File: src/rtl/hpu_reset_sequencer_if.sv
// Soft-reset handshake bundle between the regif, the BSK cache, the cache
// and the datapath on one side and hpu_reset_sequencer on the other.
// master: the environment (regif / cache / datapath) driving requests and acks.
// slave : the sequencer answering them.
interface hpu_reset_sequencer_if;
  logic       hpu_reset;
  logic       hpu_reset_done;
  logic       reset_bsk_cache;
  logic       reset_bsk_cache_done;
  logic       reset_cache;
  logic       pipe_idle;
  logic       seq_busy;
  logic [2:0] seq_stage;
  logic       timeout_err;

  modport master (
    output hpu_reset,
    output reset_bsk_cache_done,
    output pipe_idle,
    input  hpu_reset_done,
    input  reset_bsk_cache,
    input  reset_cache,
    input  seq_busy,
    input  seq_stage,
    input  timeout_err
  );

  modport slave (
    input  hpu_reset,
    input  reset_bsk_cache_done,
    input  pipe_idle,
    output hpu_reset_done,
    output reset_bsk_cache,
    output reset_cache,
    output seq_busy,
    output seq_stage,
    output timeout_err
  );
endinterface

File: src/rtl/hpu_reset_sequencer.sv
// HPU soft-reset sequencer (prc_clk domain).
// On a hpu_reset request: reset the BSK cache and wait for its ack, strobe
// reset_cache for CACHE_RST_CYCLES cycles, wait for the pipeline to drain,
// then hold hpu_reset_done until the request is released.
// Optional feature macro: HPU_RESET_SEQ_TIMEOUT_EN adds a watchdog on the
// BSK_RST and DRAIN wait states that sets a sticky timeout_err and forces
// the FSM forward. Without it timeout_err is tied low.
module hpu_reset_sequencer #(
  parameter int CACHE_RST_CYCLES = 16,
  parameter int TIMEOUT_CYCLES   = 65536
) (
  input  logic                  prc_clk,
  input  logic                  prc_arst,
  hpu_reset_sequencer_if.slave  seq_if
);

  localparam int CNT_MAX = (CACHE_RST_CYCLES > TIMEOUT_CYCLES) ? CACHE_RST_CYCLES : TIMEOUT_CYCLES;
  localparam int CNT_W   = $clog2(CNT_MAX + 1);

  typedef enum logic [2:0] {
    IDLE      = 3'd0,
    BSK_RST   = 3'd1,
    CACHE_RST = 3'd2,
    DRAIN     = 3'd3,
    DONE      = 3'd4
  } state_e;

  state_e             state_q, state_d;
  logic [CNT_W-1:0]   cnt_q, cnt_d;
  logic               done_q;
  logic               bsk_q;
  logic               rc_q;
  logic               busy_q;
  logic [2:0]         stage_q;

`ifdef HPU_RESET_SEQ_TIMEOUT_EN
  logic               err_q, err_d;
  logic               wd_hit;
`endif

  // Next-state: cnt_q doubles as the CACHE_RST strobe counter, the
  // "first BSK_RST cycle" marker (zero means first cycle, stale ack ignored)
  // and, when built, the wait-state watchdog.
  always_comb begin
    state_d = state_q;
    cnt_d   = cnt_q;
`ifdef HPU_RESET_SEQ_TIMEOUT_EN
    err_d   = err_q;
    wd_hit  = (cnt_q == CNT_W'(TIMEOUT_CYCLES - 1));
`endif
    case (state_q)
      IDLE: begin
        cnt_d = '0;
        if (seq_if.hpu_reset) begin
          state_d = BSK_RST;
`ifdef HPU_RESET_SEQ_TIMEOUT_EN
          err_d   = 1'b0;
`endif
        end
      end
      BSK_RST: begin
        if ((cnt_q != '0) && seq_if.reset_bsk_cache_done) begin
          state_d = CACHE_RST;
          cnt_d   = '0;
        end
`ifdef HPU_RESET_SEQ_TIMEOUT_EN
        else if (wd_hit) begin
          state_d = CACHE_RST;
          cnt_d   = '0;
          err_d   = 1'b1;
        end else begin
          cnt_d = cnt_q + CNT_W'(1);
        end
`else
        else begin
          // Only needs to be non-zero after the first cycle.
          cnt_d = CNT_W'(1);
        end
`endif
      end
      CACHE_RST: begin
        if (cnt_q == CNT_W'(CACHE_RST_CYCLES - 1)) begin
          state_d = DRAIN;
          cnt_d   = '0;
        end else begin
          cnt_d = cnt_q + CNT_W'(1);
        end
      end
      DRAIN: begin
        if (seq_if.pipe_idle) begin
          state_d = DONE;
          cnt_d   = '0;
        end
`ifdef HPU_RESET_SEQ_TIMEOUT_EN
        else if (wd_hit) begin
          state_d = DONE;
          cnt_d   = '0;
          err_d   = 1'b1;
        end else begin
          cnt_d = cnt_q + CNT_W'(1);
        end
`endif
      end
      DONE: begin
        if (!seq_if.hpu_reset) begin
          state_d = IDLE;
        end
      end
      default: begin
        state_d = IDLE;
        cnt_d   = '0;
      end
    endcase
  end

  // State, counter and all outputs registered; outputs decode the next state
  // so they change on the same edge as the state.
  always_ff @(posedge prc_clk or posedge prc_arst) begin
    if (prc_arst) begin
      state_q <= IDLE;
      cnt_q   <= '0;
      done_q  <= 1'b0;
      bsk_q   <= 1'b0;
      rc_q    <= 1'b0;
      busy_q  <= 1'b0;
      stage_q <= 3'd0;
`ifdef HPU_RESET_SEQ_TIMEOUT_EN
      err_q   <= 1'b0;
`endif
    end else begin
      state_q <= state_d;
      cnt_q   <= cnt_d;
      done_q  <= (state_d == DONE);
      bsk_q   <= (state_d == BSK_RST);
      rc_q    <= (state_d == CACHE_RST);
      busy_q  <= (state_d != IDLE);
      stage_q <= state_d;
`ifdef HPU_RESET_SEQ_TIMEOUT_EN
      err_q   <= err_d;
`endif
    end
  end

  assign seq_if.hpu_reset_done  = done_q;
  assign seq_if.reset_bsk_cache = bsk_q;
  assign seq_if.reset_cache     = rc_q;
  assign seq_if.seq_busy        = busy_q;
  assign seq_if.seq_stage       = stage_q;
`ifdef HPU_RESET_SEQ_TIMEOUT_EN
  assign seq_if.timeout_err     = err_q;
`else
  assign seq_if.timeout_err     = 1'b0;
`endif

endmodule

File: src/flat_wrapper.sv
// flat-port wrapper written by rule: the top's interface ports become plain ports
module hpu_reset_sequencer_flat 
#(
  parameter int CACHE_RST_CYCLES = 16,
  parameter int TIMEOUT_CYCLES   = 65536
)
  (prc_clk, prc_arst, seq_if_hpu_reset, seq_if_reset_bsk_cache_done, seq_if_pipe_idle, seq_if_hpu_reset_done, seq_if_reset_bsk_cache, seq_if_reset_cache, seq_if_seq_busy, seq_if_seq_stage, seq_if_timeout_err);
  hpu_reset_sequencer_if seq_if_i ();
  input  logic prc_clk;
  input  logic prc_arst;
  input wire logic [$bits(seq_if_i.hpu_reset)-1:0] seq_if_hpu_reset;
  input wire logic [$bits(seq_if_i.reset_bsk_cache_done)-1:0] seq_if_reset_bsk_cache_done;
  input wire logic [$bits(seq_if_i.pipe_idle)-1:0] seq_if_pipe_idle;
  output wire logic [$bits(seq_if_i.hpu_reset_done)-1:0] seq_if_hpu_reset_done;
  output wire logic [$bits(seq_if_i.reset_bsk_cache)-1:0] seq_if_reset_bsk_cache;
  output wire logic [$bits(seq_if_i.reset_cache)-1:0] seq_if_reset_cache;
  output wire logic [$bits(seq_if_i.seq_busy)-1:0] seq_if_seq_busy;
  output wire logic [$bits(seq_if_i.seq_stage)-1:0] seq_if_seq_stage;
  output wire logic [$bits(seq_if_i.timeout_err)-1:0] seq_if_timeout_err;
  assign seq_if_i.hpu_reset = seq_if_hpu_reset;
  assign seq_if_i.reset_bsk_cache_done = seq_if_reset_bsk_cache_done;
  assign seq_if_i.pipe_idle = seq_if_pipe_idle;
  assign seq_if_hpu_reset_done = seq_if_i.hpu_reset_done;
  assign seq_if_reset_bsk_cache = seq_if_i.reset_bsk_cache;
  assign seq_if_reset_cache = seq_if_i.reset_cache;
  assign seq_if_seq_busy = seq_if_i.seq_busy;
  assign seq_if_seq_stage = seq_if_i.seq_stage;
  assign seq_if_timeout_err = seq_if_i.timeout_err;
  hpu_reset_sequencer #(.CACHE_RST_CYCLES(CACHE_RST_CYCLES), .TIMEOUT_CYCLES(TIMEOUT_CYCLES)) u_core (.prc_clk(prc_clk), .prc_arst(prc_arst), .seq_if(seq_if_i));
endmodule
File: config.mk
export PLATFORM = sky130hd
export DESIGN_NAME = hpu_reset_sequencer_flat
export DESIGN_NICKNAME = d
export VERILOG_FILES = /design/src/rtl/hpu_reset_sequencer_if.sv /design/src/rtl/hpu_reset_sequencer.sv /design/src/flat_wrapper.sv
export SDC_FILE = /design/constraint.sdc
export NUM_CORES = 1
export LEC_CHECK = 0
export ABC_AREA = 1
export CAP_MARGIN = 20
export CORE_UTILIZATION = 50
export DETAILED_ROUTE_END_ITERATION = 8
export PLACE_DENSITY = 0.79
export SLEW_MARGIN = 20
export SYNTH_ARGS = -nofsm -noshare
export SYNTH_HDL_FRONTEND = slang
export SYNTH_SLANG_ARGS = --single-unit
File: constraint.sdc
create_clock -name prc_clk -period 1.5 [get_ports prc_clk]
set_clock_uncertainty 0.1 [all_clocks]
set_input_delay 0.3 -clock prc_clk [delete_from_list [all_inputs] [get_ports prc_clk]]
set_output_delay 0.3 -clock prc_clk [all_outputs]
set_load 0.01 [all_outputs]
Word-level counts from Yosys, hierarchy flattened
Index checks and enable logic that the tools add are counted.
{"block": "word_totals", "latch_bits": 0, "wordCells": 32, "ramBits": 0, "mem_bits_ro": 0, "reg_bits": 24, "in_bits": 5, "output_inout_bits": 8, "memories": 0}
{"block": "op_classes", "shift": 0, "n_bitwise": 1, "n_mux": 10, "eq_ne": 9, "n_addsub": 1, "multipliers": 0, "magnitude_cmp": 0, "div": 0, "reduce_logical": 5}
{"operator": "case mux 17 bit (4 select lines)", "n": 1}
{"operator": "two-way mux 17 bit", "n": 2}
{"operator": "adder 17 x 1 -> 17 bit, second input constant", "n": 1}
{"operator": "equality test 17 x 4 -> 1 bit, second input constant", "n": 1}
{"operator": "nonzero test 17 bit", "n": 1}
{"operator": "two-way mux 3 bit", "n": 5}
{"operator": "case mux 3 bit (5 select lines)", "n": 1}
{"operator": "equality test 3 x 2 -> 1 bit, second input constant", "n": 3}
{"operator": "equality test 3 x 1 -> 1 bit, second input constant", "n": 2}
{"operator": "equality test 3 bit, second input constant", "n": 2}
{"operator": "logical NOT 3 bit", "n": 1}
{"operator": "nonzero test 3 bit", "n": 1}
{"operator": "!= test 2 bit, second input constant", "n": 1}
{"operator": "AND reduction 2 bit", "n": 1}
{"operator": "logical AND 1 bit", "n": 1}
{"operator": "two-way mux 1 bit", "n": 1}
{"operator": "inverter 1 bit", "n": 1}

Depth between registers and ports, before layout
{"block": "depth", "word_depth": 5, "depth_mapped": 11, "depth_no_buf": 11}

Worst setup path after synthesis
Ideal clock, no wire load.
{"block": "synth_timing", "kind": "reg-to-reg", "startpoint": "register u_core.cnt_q[0]", "endpoint": "register u_core.cnt_q[14]", "synth_period_minus_slack_ps": 1437, "setup_time_ps": 119, "stages_incl_launch_ff": 9, "t_required_ps": 1281, "n_path_buf": 0, "setup_slack_ps": 63, "arrival_time_ps": 1218, "cell_sequence": "dfrtp_1 > ha_1 > nand2_2 > nor2_2 > inv_2 > nor2_2 > nand4_1 > nand3_1 > o21ai_2"}
{"block": "synth_via", "elab_chain_cells": 3, "word_cells_on_any_way": 4, "classes_between": "add/sub: 1; eq/ne: 1; mux: 2"}
{"item": "start, declared", "line": "hpu_reset_sequencer.sv:29", "source": "logic [CNT_W-1:0] cnt_q, cnt_d;"}
{"item": "start signal, assigned", "line": "hpu_reset_sequencer.sv:132", "source": "cnt_q <= cnt_d;"}
{"item": "adder 17 x 1 -> 17 bit / equality test 17 x 4 -> 1 bit (equally long branches)", "line": "hpu_reset_sequencer.sv:86, hpu_reset_sequencer.sv:82"}
{"item": "two-way mux 17 bit (*)", "line": "hpu_reset_sequencer.sv:82", "source": "if (cnt_q == CNT_W'(CACHE_RST_CYCLES - 1)) begin"}
{"item": "case mux 17 bit (4 select lines) (*)", "line": "hpu_reset_sequencer.sv:51", "source": "case (state_q)"}
Every way passes the cells marked *; elsewhere a longest branch is shown, timed or not.
A chain may end at the register's enable or synchronous reset.

Worst setup path in the final report
{"block": "layout_timing", "startpoint": "register u_core.cnt_q[0]", "endpoint": "register u_core.busy_q (netlist: u_core.seq_if.seq_busy)"}
{"block": "layout_via", "elab_chain_cells": 5, "word_cells_on_any_way": 7, "classes_between": "eq/ne: 1; mux: 3; reduce/logical: 3"}
{"item": "nonzero test 17 bit", "line": "hpu_reset_sequencer.sv:62", "source": "if ((cnt_q != '0) && seq_if.reset_bsk_cache_done) begin"}
{"item": "logical AND 1 bit", "line": "hpu_reset_sequencer.sv:62"}
{"item": "two-way mux 3 bit", "line": "hpu_reset_sequencer.sv:62"}
{"item": "case mux 3 bit (5 select lines) (*)", "line": "hpu_reset_sequencer.sv:51"}
{"item": "via u_core.state_d[1]", "line": "hpu_reset_sequencer.sv:28", "source": "state_e state_q, state_d;"}
{"item": "nonzero test 3 bit (*)", "line": "hpu_reset_sequencer.sv:136", "source": "busy_q <= (state_d != IDLE);"}
{"item": "end signal, assigned", "line": "hpu_reset_sequencer.sv:136"}
{"item": "end, declared", "line": "hpu_reset_sequencer.sv:33", "source": "logic busy_q;"}
Mark *: on every way through the listed nets, which the timed path passes. The rest lies on a longest branch.

==> flow_summary.toml <==
[placed_design]
io_buffers = 11
postPlaceCellArea_um2 = 1824
dp_hpwl_um = 2579
gp_congestion = 0.8757
dp.cells = 270

[global_routing]
grt_max_degree = 25
grt_overflow_total = 0
antenna_found_initial = 0
track_usage = 0.2481
grt_pass1_wl_um = 6341
grt_pass1_vias = 1486

[sta]
worst_slack_ns = -0.005402
fin_crit_ns = 1.505
drv_slew = 0
finalHoldViolCount = 0
whs_ns = 0.2056
finalSetupViolations = 1
fin_crit_sh = 1.004
fmax_mhz = 664.3
grt_setup_unrepaired = "yes"

[final_layout]
layout_common_cells = "nand2_1 (35), nor2_1 (32), buf_4 (29)"
fillers = 231
design_area_um2 = 2011
num-nets-final = 258
final_common_cell = "nand2_1"
drive_gt1_frac = 0.3440
antennaDiodeCount = 0
areaGrowthSynthToFinish_pct = 31.29
final_cells = 281

[setup_path]
crit_family = "simple AND/OR/NAND/NOR gates"
cp_cell_sequence = "inv_1, ha_1, inv_1, nor2_1, nand2_1, nor2_2, nand2_2, nand3_2, nand2_2, inv_2, nand3_2"
critPathLaunchType = "register"
crit_arrival_ns = 1.62
critPathSlowestCell = "dfrtp_1"
path_class = "reg2reg"
required_ns = 1.61
crit_path_end_kind = "register"
cp_max_fo = 3
critPathBufInv = 3
max_stage_delay_ns = 0.43

[yosys]
syn_area_per_cell_um2 = 7.328
ys_seq_area_frac = 0.3922
synth_area_um2 = 1531
synth-seq-cells = 24
yosysTopAreaCell = "dfrtp_1"
synth_top_area_frac = 0.3922
synth_nets = 216
ys_types = 29
ys_warn_count = 0
synth_cells = 209
synth.area.top_cells = "dfrtp_1 (39%), nand2_1 (9.8%), nor2_1 (8.6%)"

[pwr]
p_total_mw = 2.187
cellPowerDensity_nw_per_um2 = 1088
ir_worst_vdd_uv = 592.6
p_leak_nw = 0.9329

[route]
drt_iter0_drc = 56
route.detailed.drc = 1
routed_via_density = 5.363
drt_first_pass_iters = 6
via_count = 1507
wl_per_cell_um = 13.10
antenna_left = 0
drt-total-wl_um = 3680

[clock_tree]
clk_pin_slew_ns = 0.14
numCtsBuffers = 3
cts-root-buf = "clkbuf_4"
cts_tree = "yes"
postCtsHoldBufs = 0
clk_path_buf_depth = 2
cts_htree_levels = 1
clk_latency_ns = 0.32
cts_num_sinks = 24

[hold_path]
hp-class = "in2async"

[floorplanning]
fp.dieW_um = 57.35
row_count = 19
fp.dieH_um = 57.35
io_pins = 13
initial_utilization = 0.5414
core_um2 = 2829
die-area_um2 = 3288

[status]
violations = "DRC, setup timing"
outcome = "complete, but fails checks"

[flow_run]
drv_cap = 0
## report_power, final
part	switching, mW	internal, mW	leakage, nW
Sequential	0.0508	0.745	0.320
Clock	0.198	0.148	0.0210
Combinational	0.595	0.450	0.592
Total	0.843	1.34	0.933
## tightest hold or removal path, delay by kind of cell
family / cells / cell delay, ns
buffers and inverters: 3 / 0.74
## stage by stage
stage / setup slack, ns / TNS [ns] / utilization
after global routing: -0.1225 / -1.208 / 0.7107
after floorplan: 0.06338 / 0 / -
after detailed placement: -0.1491 / -0.9505 / 0.6448
final: -0.005402 / -0.005402 / 0.7107
after global placement: -0.08984 / -0.6877 / 0.6448
after CTS: 0.003776 / 0 / 0.6767
## sequential cells by signal, summed over array words and instances (netlist names)
register                       cells
u_core.cnt_q                      17
u_core.seq_if.hpu_reset_done       1
u_core.seq_if.reset_bsk_cache      1
u_core.seq_if.reset_cache          1
u_core.seq_if.seq_busy             1
u_core.state_q                     3
## synthesized netlist by cell type
cell type,number
buf_6,1
nand3_1,23
a21oi_1,5
nand4_1,9
buf_2,2
ha_1,2
nand2_2,2
o21ai_2,9
nor2_4,1
o31ai_1,1
o22ai_1,1
dfrtp_1,24
nor2_1,35
o21ai_1,2
buf_4,1
o22ai_2,1
o211ai_1,1
nand3_2,2
or2_2,1
inv_1,26
o22ai_4,1
xor2_1,2
o21ai_0,2
nand2_1,40
inv_2,6
conb_1,1
nor2_2,4
nor3_1,2
nor3_2,2
## repair_timing
action / in CTS / in global routing
setup buffers: 3 / 4
gates resized for setup: 20 / 20
pin swaps: 2 / 5
endpoints found under the setup margin: 12 / 20
## routing by layer
metal,wire length (um),track usage,part of all wire,vias up
met5,0,0,0,-
met4,51,0.1045,0.014,0
met3,100,0.03175,0.027,6
met2,1798,0.4086,0.49,35
met1,1730,0.3294,0.47,706
li1,-,-,-,760
## kinds of logic after synthesis
kind of cell               synth area share
DFF                                  0.3922
and+or+nand+nor                      0.3644
buffers and inverters               0.09722
xor gates and xnor gates            0.01144
adders and majority gates           0.01634
other                              0.002449
AOI/OAI and AO/OA                    0.1160
## final timing paths
kind                                     endpoint        startpoint  cells past startpoint  slack [ns]
min in group prc_clk             u_core.cnt_q[16]  u_core.cnt_q[16]                      3        0.50
max reg2reg                u_core.seq_if.seq_busy   u_core.cnt_q[0]                     11      -0.005
max in group asynchronous         u_core.cnt_q[3]          prc_arst                      3        0.83
min reg2reg                      u_core.cnt_q[16]  u_core.cnt_q[16]                      3        0.50
min                               u_core.cnt_q[5]          prc_arst                      3        0.21
max                        u_core.seq_if.seq_busy   u_core.cnt_q[0]                     11      -0.005
## layout make-up
| type | count | area (um2) | share of cell area |
|---|---|---|---|
| timing repair buffer | 41 | 330.3 | 0.1643 |
| multi-input combinational | 149 | 874.6 | 0.4350 |
| sequential | 24 | 605.6 | 0.3012 |
| clock buffer | 4 | 36.28 | 0.01805 |
| inverter | 32 | 125.1 | 0.06223 |
| tap | 31 | 38.79 | 0.01929 |
No activity file was read; power rests on OpenSTA's default activity.
